==> src/rtl/q2fsm_pkg.sv <==
// Shared types and next-state/output functions for the time-multiplexed
// 2012-Q2 sequence detector (states A..F, z=1 in E/F).
package q2fsm_pkg;

    typedef enum logic [2:0] {
        ST_A = 3'd0,
        ST_B = 3'd1,
        ST_C = 3'd2,
        ST_D = 3'd3,
        ST_E = 3'd4,
        ST_F = 3'd5
    } q2_state_t;

    localparam int ARB_RR = 0;
    localparam int ARB_FP = 1;

    // Unused encodings 6/7 fall back to A so a corrupted entry self-heals.
    function automatic q2_state_t q2_next(input q2_state_t s, input logic w);
        case (s)
            ST_A:    return w ? ST_B : ST_A;
            ST_B:    return w ? ST_C : ST_D;
            ST_C:    return w ? ST_E : ST_D;
            ST_D:    return w ? ST_F : ST_A;
            ST_E:    return w ? ST_E : ST_D;
            ST_F:    return w ? ST_C : ST_D;
            default: return ST_A;
        endcase
    endfunction

    function automatic logic q2_z(input q2_state_t s);
        return (s == ST_E) || (s == ST_F);
    endfunction

endpackage

==> src/rtl/q2fsm_next_state.sv <==
// Shared combinational next-state engine; fed with whichever channel won
// arbitration this cycle.
module q2fsm_next_state
    import q2fsm_pkg::*;
(
    input  q2_state_t i_state,
    input  logic      i_w,
    output q2_state_t o_next,
    output logic      o_z
);

    assign o_next = q2_next(i_state, i_w);
    assign o_z    = q2_z(o_next);

endmodule

==> src/rtl/q2fsm_channel_scheduler.sv <==
// Per-channel state file plus a one-grant-per-cycle arbiter sharing a single
// q2 next-state engine across NUM_CH serial w-streams.
module q2fsm_channel_scheduler
    import q2fsm_pkg::*;
#(
    parameter  int NUM_CH   = 4,
    parameter  int ARB_MODE = ARB_RR,
    localparam int CW       = $clog2(NUM_CH)
) (
    input  logic              clk,
    input  logic              reset,
    input  logic [NUM_CH-1:0] req_valid,
    input  logic [NUM_CH-1:0] req_w,
    output logic [NUM_CH-1:0] req_ready,
    input  logic [NUM_CH-1:0] ch_clear,
    output logic              out_valid,
    output logic [CW-1:0]     out_chan,
    output logic [2:0]        out_state,
    output logic              out_z,
    output logic [NUM_CH-1:0] z_vec
);

    q2_state_t         r_state [NUM_CH];
    logic [CW-1:0]     r_rr_ptr;
    logic              r_out_valid;
    logic [CW-1:0]     r_out_chan;
    q2_state_t         r_out_state;
    logic              r_out_z;

    logic [NUM_CH-1:0] w_elig;
    logic [NUM_CH-1:0] w_grant;
    logic [CW-1:0]     w_start;
    logic [CW:0]       w_idx;
    logic [CW-1:0]     w_gnt_idx;
    logic              w_any;
    q2_state_t         w_cur_state;
    logic              w_cur_w;
    q2_state_t         w_next_state;
    logic              w_next_z;

    // A clear masks the channel out of arbitration; it never consumes a sample.
    assign w_elig = req_valid & ~ch_clear;

    // Rotating search from the start index; fixed priority simply starts at 0.
    always_comb begin
        w_start   = (ARB_MODE == ARB_RR) ? r_rr_ptr : '0;
        w_any     = 1'b0;
        w_gnt_idx = '0;
        w_idx     = '0;
        for (int k = 0; k < NUM_CH; k++) begin
            w_idx = {1'b0, w_start} + (CW+1)'(k);
            if (w_idx >= (CW+1)'(NUM_CH))
                w_idx = w_idx - (CW+1)'(NUM_CH);
            if (!w_any && w_elig[w_idx[CW-1:0]]) begin
                w_any     = 1'b1;
                w_gnt_idx = w_idx[CW-1:0];
            end
        end
    end

    assign w_grant   = w_any ? (NUM_CH'(1) << w_gnt_idx) : '0;
    assign req_ready = reset ? w_grant : '0;

    assign w_cur_state = r_state[w_gnt_idx];
    assign w_cur_w     = req_w[w_gnt_idx];

    q2fsm_next_state u_next (
        .i_state (w_cur_state),
        .i_w     (w_cur_w),
        .o_next  (w_next_state),
        .o_z     (w_next_z)
    );

    always_ff @(posedge clk or negedge reset) begin
        if (!reset) begin
            for (int i = 0; i < NUM_CH; i++)
                r_state[i] <= ST_A;
        end else begin
            for (int i = 0; i < NUM_CH; i++) begin
                if (ch_clear[i])
                    r_state[i] <= ST_A;
                else if (w_grant[i])
                    r_state[i] <= w_next_state;
            end
        end
    end

    always_ff @(posedge clk or negedge reset) begin
        if (!reset) begin
            r_rr_ptr <= '0;
        end else if (ARB_MODE == ARB_RR && w_any) begin
            r_rr_ptr <= (w_gnt_idx == CW'(NUM_CH-1)) ? '0 : w_gnt_idx + 1'b1;
        end
    end

    // Payload holds its last value on idle cycles; only valid drops.
    always_ff @(posedge clk or negedge reset) begin
        if (!reset) begin
            r_out_valid <= 1'b0;
            r_out_chan  <= '0;
            r_out_state <= ST_A;
            r_out_z     <= 1'b0;
        end else begin
            r_out_valid <= w_any;
            if (w_any) begin
                r_out_chan  <= w_gnt_idx;
                r_out_state <= w_next_state;
                r_out_z     <= w_next_z;
            end
        end
    end

    assign out_valid = r_out_valid;
    assign out_chan  = r_out_chan;
    assign out_state = r_out_state;
    assign out_z     = r_out_z;

    for (genvar i = 0; i < NUM_CH; i++) begin : g_zvec
        assign z_vec[i] = q2_z(r_state[i]);
    end

endmodule

==> config.mk <==
export PLATFORM = sky130hd
export DESIGN_NAME = q2fsm_channel_scheduler
export DESIGN_NICKNAME = d
export VERILOG_FILES = /design/src/rtl/q2fsm_pkg.sv /design/src/rtl/q2fsm_next_state.sv /design/src/rtl/q2fsm_channel_scheduler.sv
export SDC_FILE = /design/constraint.sdc
export NUM_CORES = 1
export LEC_CHECK = 0
export CAP_MARGIN = 15
export CELL_PAD_IN_SITES_DETAIL_PLACEMENT = 1
export CELL_PAD_IN_SITES_GLOBAL_PLACEMENT = 1
export CORE_MARGIN = 1.5
export CORE_UTILIZATION = 40
export CTS_CLUSTER_DIAMETER = 40
export CTS_CLUSTER_SIZE = 10
export DETAILED_ROUTE_END_ITERATION = 16
export PLACE_DENSITY_LB_ADDON = 0.1
export SYNTH_ARGS = -nofsm -noshare
export SYNTH_HDL_FRONTEND = slang
export SYNTH_SLANG_ARGS = --single-unit
==> constraint.sdc <==
create_clock -name clk -period 3.76 [get_ports clk]
set_clock_uncertainty 0.1 [all_clocks]
set_input_delay 0.564 -clock clk [delete_from_list [all_inputs] [get_ports clk]]
set_output_delay 0.564 -clock clk [all_outputs]
set_load 0.005 [all_outputs]
## Yosys cells after proc, flatten, opt, wreduce, memory -nomap -nowiden

Index checks and enable logic that the tools add are counted.
Widths: inputs -> output; s select.

| cells by class | value |
|---|---|
| add/subtract/negate cells | 8 |
| $lt $le $gt $ge | 10 |
| eq/ne operators | 16 |
| shift operators | 1 |
| mux-type cells | 41 |
| bitwise operators | 3 |
| reductions and logical operators | 18 |

Operator list:

| operator | count |
|---|---|
| $eq 3x3->1 const B | 12 |
| $mux 3 | 12 |
| $mux 2 | 9 |
| $lt 2x3->1 const B | 5 |
| $ge 3x3->1 const B | 4 |
| $pmux 3 s4 | 1 |
| $mux 1 | 11 |
| $bmux 1 s2 | 5 |
| $mux 4 | 2 |
| $reduce_bool 2->1 | 4 |
| $sub 2x1->2 const B | 4 |
| $add 2x2->3 const B | 2 |
| $bmux 3 s2 | 1 |
| $eq 3x2->1 const B | 2 |
| $logic_or 1x1->1 | 5 |
| $and 4x4->4 | 1 |
| $not 4->4 | 1 |
| $reduce_or 2->1 | 2 |
| $shl 1x2->4 const A | 1 |
| $add 2x1->3 const B | 1 |
| $eq 3x1->1 const B | 1 |
| $ge 2x3->1 const B | 1 |
| $logic_and 1x1->1 | 3 |
| $logic_not 1->1 | 3 |
| other kinds (4) | 4 |

| storage, ports and cells | value |
|---|---|
| register bits | 21 |
| input port bits | 14 |
| output and inout bits | 15 |
| logic and storage cells | 106 |

## Longest topological paths before layout

| depth | value |
|---|---|
| depth in word-level cells | 23 |
| gate-level depth with buffers | 11 |
| mapped depth without buffers | 11 |

## By module

From an unflattened synthesis, not the netlist that was laid out.

| second synthesis, totals | value |
|---|---|
| cells, all modules | 135 |
| area, all modules | 1281.2 sq um |

Modules (own cells, without submodules):

| module | times used | cells an instance | area each (sq um) |
|---|---|---|---|
| q2fsm_channel_scheduler | 1 | 121 | 1204.9 |
| q2fsm_next_state | 1 | 14 | 76.3 |

## Worst setup path after synthesis

OpenSTA, ideal clock, no wires.

| timing | value |
|---|---|
| path type | in2reg |
| from | in req_valid[3] |
| to | reg r_state[10] (netlist bit) |
| library setup time | 0.129 ns |
| data arrival time | 2.542 ns |
| required time | 3.531 ns |
| setup slack | 0.989 ns |
| cell stages on the path | 7 |
| buffers on the path | 0 |
| cells stage by stage | nor2b_2 > nor4_4 > nand2b_4 > a221oi_1 > a2bb2o_1 > o22ai_2 > o31ai_1 |

| between the ends | value |
|---|---|
| word-level cells in the longest chain between the ends | 22 |
| elaborated cells on any way between the ends | 44 |
| those cells by class | 5 x eq/ne; 1 x shift; 26 x mux; 2 x bitwise; 10 x reduce/logical |

Ends and longest elaborated chain:

| item | line | RTL |
|---|---|---|
| start, declared | q2fsm_channel_scheduler.sv:12 | `input logic [NUM_CH-1:0] req_valid,` |
| $and 4x4->4 * | q2fsm_channel_scheduler.sv:42 | `assign w_elig = req_valid & ~ch_clear;` |
| $bmux 1 s2 | q2fsm_channel_scheduler.sv:54 | `if (!w_any && w_elig[w_idx[CW-1:0]]) begin` |
| $mux 1 (not written as such) | q2fsm_channel_scheduler.sv:54 |  |
| $mux 1 | q2fsm_channel_scheduler.sv:54 |  |
| $logic_not 1->1 | q2fsm_channel_scheduler.sv:54 |  |
| $logic_and 1x1->1 | q2fsm_channel_scheduler.sv:54 |  |
| $mux 1 | q2fsm_channel_scheduler.sv:54 |  |
| $logic_not 1->1 | q2fsm_channel_scheduler.sv:54 |  |
| [... 5 more ...] | n/a |  |
| $not 2->3 (not written as such) | q2fsm_channel_scheduler.sv:64 | `assign w_cur_state = r_state[w_gnt_idx];` |
| $bmux 3 s2 | q2fsm_channel_scheduler.sv:64 |  |
| $mux 3 (not written as such) (2 in series) | q2fsm_channel_scheduler.sv:64 |  |
| $eq 3x1->1 (tied with other cells) | q2fsm_pkg.sv:19 | `case (s)` |
| $reduce_or 2->1 (no line) | n/a |  |
| $pmux 3 s4 | q2fsm_pkg.sv:19 |  |
| $mux 3 | q2fsm_channel_scheduler.sv:82 | `else if (w_grant[i])` |
| $mux 3 | q2fsm_channel_scheduler.sv:80 | `if (ch_clear[i])` |
| end signal, assigned by index | q2fsm_channel_scheduler.sv:83 | `r_state[i] <= w_next_state;` |
| end, declared | q2fsm_channel_scheduler.sv:23 | `q2_state_t r_state [NUM_CH];` |

Mark *: on every way between the ends. The rest lies on a longest branch, timed or not. The select of a mux whose other input is x is not followed.
A chain may end at the register's enable or synchronous reset.

## Worst setup path after layout

| timing | value |
|---|---|
| from | in req_valid[0] |
| to | out req_ready[2] |

| between the ends | value |
|---|---|
| word-level cells in the longest chain between the ends | 16 |
| elaborated cells on any way between the ends | 26 |
| those cells by class | 1 x shift; 18 x mux; 1 x bitwise; 6 x reduce/logical |

Ends and longest elaborated chain:

| item | line | RTL |
|---|---|---|
| $and 4x4->4 * | q2fsm_channel_scheduler.sv:42 |  |
| $bmux 1 s2 | q2fsm_channel_scheduler.sv:54 |  |
| $mux 1 (not written as such) | q2fsm_channel_scheduler.sv:54 |  |
| $mux 1 | q2fsm_channel_scheduler.sv:54 |  |
| $logic_not 1->1 | q2fsm_channel_scheduler.sv:54 |  |
| $logic_and 1x1->1 | q2fsm_channel_scheduler.sv:54 |  |
| $mux 1 | q2fsm_channel_scheduler.sv:54 |  |
| $logic_not 1->1 | q2fsm_channel_scheduler.sv:54 |  |
| $logic_and 1x1->1 | q2fsm_channel_scheduler.sv:54 |  |
| $mux 1 | q2fsm_channel_scheduler.sv:54 |  |
| $logic_not 1->1 | q2fsm_channel_scheduler.sv:54 |  |
| $logic_and 1x1->1 | q2fsm_channel_scheduler.sv:54 |  |
| $mux 2 * | q2fsm_channel_scheduler.sv:54 |  |
| named net w_gnt_idx[0] | q2fsm_channel_scheduler.sv:34 | `logic [CW-1:0] w_gnt_idx;` |
| $shl 1x2->4 * | q2fsm_channel_scheduler.sv:61 | `assign w_grant = w_any ? (NUM_CH'(1) << w_gnt_idx) : '0;` |
| $mux 4 * | q2fsm_channel_scheduler.sv:61 |  |
| $mux 4 * | q2fsm_channel_scheduler.sv:62 | `assign req_ready = reset ? w_grant : '0;` |
| end, declared | q2fsm_channel_scheduler.sv:14 | `output logic [NUM_CH-1:0] req_ready,` |

The timed path passes the listed nets; every way through them passes the cells marked *. The select of a mux whose other input is x is not followed.

==> flow_summary.ini <==
[critical_path]
criticalPathCategory = input pin to primary output
crit_required_ns = 3.10
worstPathMaxFanout = 4
worst-r2r-setup-slack_ns = 0.63
timing.critical_path.from_type = input pin
critical_path.endpoint_type = primary output
cp.arrival_ns = 2.92

[global_routing]
grt_max_degree = 18
grt-ovfl-total = 0
grt.total_usage = 0.240
grt_pass1_vias = 1591
antenna_found_initial = 0
global_route_wire_length_before_repair_um = 7850

[timing]
fin_crit_ns = 3.59
rsz0062_at_grt = false
finalSetupViolCount = 0
layout_worst_path_cycle_share = 0.954
setup_ws_ns = 0.175
tightestPinTransition_ns = 0.561
report.final.slew_viol_count = 0
max_clock_freq_mhz = 279
fin_setup_tns_ns = 0
final_hold_vios = 0
timing.slew.headroom = 0.626

[clock_network]
cts_resized = 0
cts-hold-fix-buffers = 0
clock_sinks = 21
clock_insertion_delay_worst_skew_ns = 0.26
tritoncts = done
cts.repair_timing.setup_buffer_count = 0
cts.clk_slew.worst_paths_ns = 0.08
cts_htree_levels = 1
root_buf_cell = sky130_fd_sc_hd__clkbuf_8
numCtsBuffers = 3
max-clock-path-buffers = 2

[hold_path]
hold_path_class = register to register

[power_and_ir_drop]
comb_power_share = 0.610
power.switching_fraction = 0.438
internal_power_mw = 0.744
power_density_relative_to_cell_area_mw_per_mm2 = 651
pwr-share-clk = 0.114
power_frac_seq = 0.276
net_switching_component_of_the_power_mw = 0.580
power_leakage_nw = 0.876
vdd_drop_max_mv = 0.360

[logic_synthesis]
yosys_register_bits = 21
synthesis.area_mm2 = 0.00156
synth.yosys.seq_area_share = 0.337
synth_largest_area_cell = sky130_fd_sc_hd__dfrtp_1
post-synth-top-area-fraction = 0.337
most_used_flip_flop_cell_after_synthesis = sky130_fd_sc_hd__dfrtp_1
synth_edf_count = 0
yosys-top-cells-count = 21 x sky130_fd_sc_hd__dfrtp_1, 15 x sky130_fd_sc_hd__nand2_1, 15 x sky130_fd_sc_hd__nor2_1, 13 x sky130_fd_sc_hd__inv_1, 12 x sky130_fd_sc_hd__nor2b_1
synth-async-reset-ratio = 1.00
post_synthesis_average_cell_area_um2 = 9.51
synth_nets = 182
netlist_instances = 164
synth_cell_types = 46
synthesis.yosys.warnings = 0
synthMostInstantiatedCell = sky130_fd_sc_hd__dfrtp_1
synthTopCellsByArea = sky130_fd_sc_hd__dfrtp_1 34%, sky130_fd_sc_hd__nor2b_1 4.8%, sky130_fd_sc_hd__mux2i_1 4.5%

[route]
detailedRoute.firstPassIterationCount = 4
drc = 0
detail-route-antenna-nets = 0
initialDrtViolationCount = 94
routed-via-count = 1485
routed_wire_length_per_instance_um = 18.6
avg_vias_per_cell = 5.87
drt_wl_total_um = 4700

[cells_and_area]
antenna-diode-count = 0
final_net_count = 224
share_of_post_route_cells_with_drive_strength_above_1 = 0.161
area_growth_syn_to_layout_pct = 30.2

[floorplan]
die_h_um = 65.5
floorplan.initialDensity = 0.420
floorplan.die.width_um = 65.5
std_cell_rows = 22
core_region_area_mm2 = 0.00372
floorplan.io_pins = 29
die-area_mm2 = 0.00428

[status]
result_of_the_run = finished clean

[job]
max-cap-violations = 0

[placed_design]
worst_setup_timing_slack_at_the_placement_stage_ns = 0.0915
io_buffers = 28
dp.final_hpwl_um = 3760
globalplace.congestion = 0.882
==> path summary, 6_finish.rpt <==
kind | startpoint | end | cells past startpoint
setup / recovery | req_valid[0] | req_ready[2] | 10
hold / removal | out_state[1] | out_state[1] | 2
setup reg to reg | r_rr_ptr[1] | r_state[4] | 8
hold reg to reg | out_state[1] | out_state[1] | 2
max in group asynchronous | reset | r_state[9] | 2
min in group asynchronous | reset | out_chan[1] | 1
==> state kept, by name, summed over array words and instances, names as in the netlist <==
| name | flops |
|---|---|
| r_state | 12 |
| out_valid | 1 |
| out_chan | 2 |
| out_state | 3 |
| out_z | 1 |
| r_rr_ptr | 2 |
==> critical path, cell delays in order <==
cell                              delay [ns]
sky130_fd_sc_hd__clkdlybuf4s50_1        0.50
sky130_fd_sc_hd__nor2b_1                0.34
sky130_fd_sc_hd__a22oi_1                0.11
sky130_fd_sc_hd__o221a_2                0.31
sky130_fd_sc_hd__inv_1                  0.09
sky130_fd_sc_hd__nor2_2                 0.07
sky130_fd_sc_hd__inv_1                  0.11
sky130_fd_sc_hd__ha_1                   0.18
sky130_fd_sc_hd__and3_1                 0.15
sky130_fd_sc_hd__clkdlybuf4s50_1        0.50
==> power groups by stage <==
| stage | clock [mW] | sequential, mW | combinational [mW] |
|---|---|---|---|
| 3_5_place_dp | 0 | 0.368 | 0.799 |
| 5_1_grt | 0.161 | 0.376 | 0.893 |
| 4_1_cts | 0.150 | 0.364 | 0.806 |
| 6_report | 0.150 | 0.365 | 0.808 |
| 2_1_floorplan | 0 | 0.341 | 0.529 |
| 3_3_place_gp | 0 | 0.361 | 0.770 |
==> metal layers <==
metal  wire [µm]  up-vias  GRT usage
li1            -      699          -
met1        2110      740      0.318
met2        2320       38      0.402
met3         192        8     0.0377
met4          84        0     0.0729
met5           0        -          0
==> cell type report <==
class                      instances  area [µm²]
multi-input combinational        126         961
tap                               48        60.1
timing repair buffer              41         390
sequential                        21         526
fill                             430        1680
clock buffer                       3        41.3
inverter                          13        48.8
clock inverter                     1        5.00
==> cells in the final DEF (no fill, tap or decap), types with 6 or more instances in the layout <==
cell type                         count
sky130_fd_sc_hd__clkdlybuf4s50_1     28
sky130_fd_sc_hd__dfrtp_1             21
sky130_fd_sc_hd__nand2_1             15
sky130_fd_sc_hd__inv_1               13
sky130_fd_sc_hd__nor2_1              13
sky130_fd_sc_hd__buf_4               12
sky130_fd_sc_hd__nor2b_1             11
sky130_fd_sc_hd__mux2i_1              7
sky130_fd_sc_hd__and3_1               6
==> kinds of logic after synthesis <==
logic type	after synthesis	share of synthesized area
adders and majority gates	4	0.0321
and+or+nand+nor	70	0.263
buffers and inverters	17	0.0553
muxes	7	0.0449
DFF	21	0.337
AOI/OAI and AO/OA	41	0.245
xor gates and xnor gates	4	0.0225
==> stage by stage <==
stage	utilization	cell area (µm²)	cells	total power [mW]	hold slack, ns
6_report	0.547	2030	253	1.32	0.394
5_1_grt	0.547	2030	253	1.43	0.442
4_1_cts	0.543	2020	253	1.32	0.398
3_5_place_dp	0.531	1970	249	1.17	0.381
3_3_place_gp	0.531	1970	249	1.13	0.368
2_1_floorplan	-	1560	164	0.870	0.168
(Power assumes the default switching activity.)
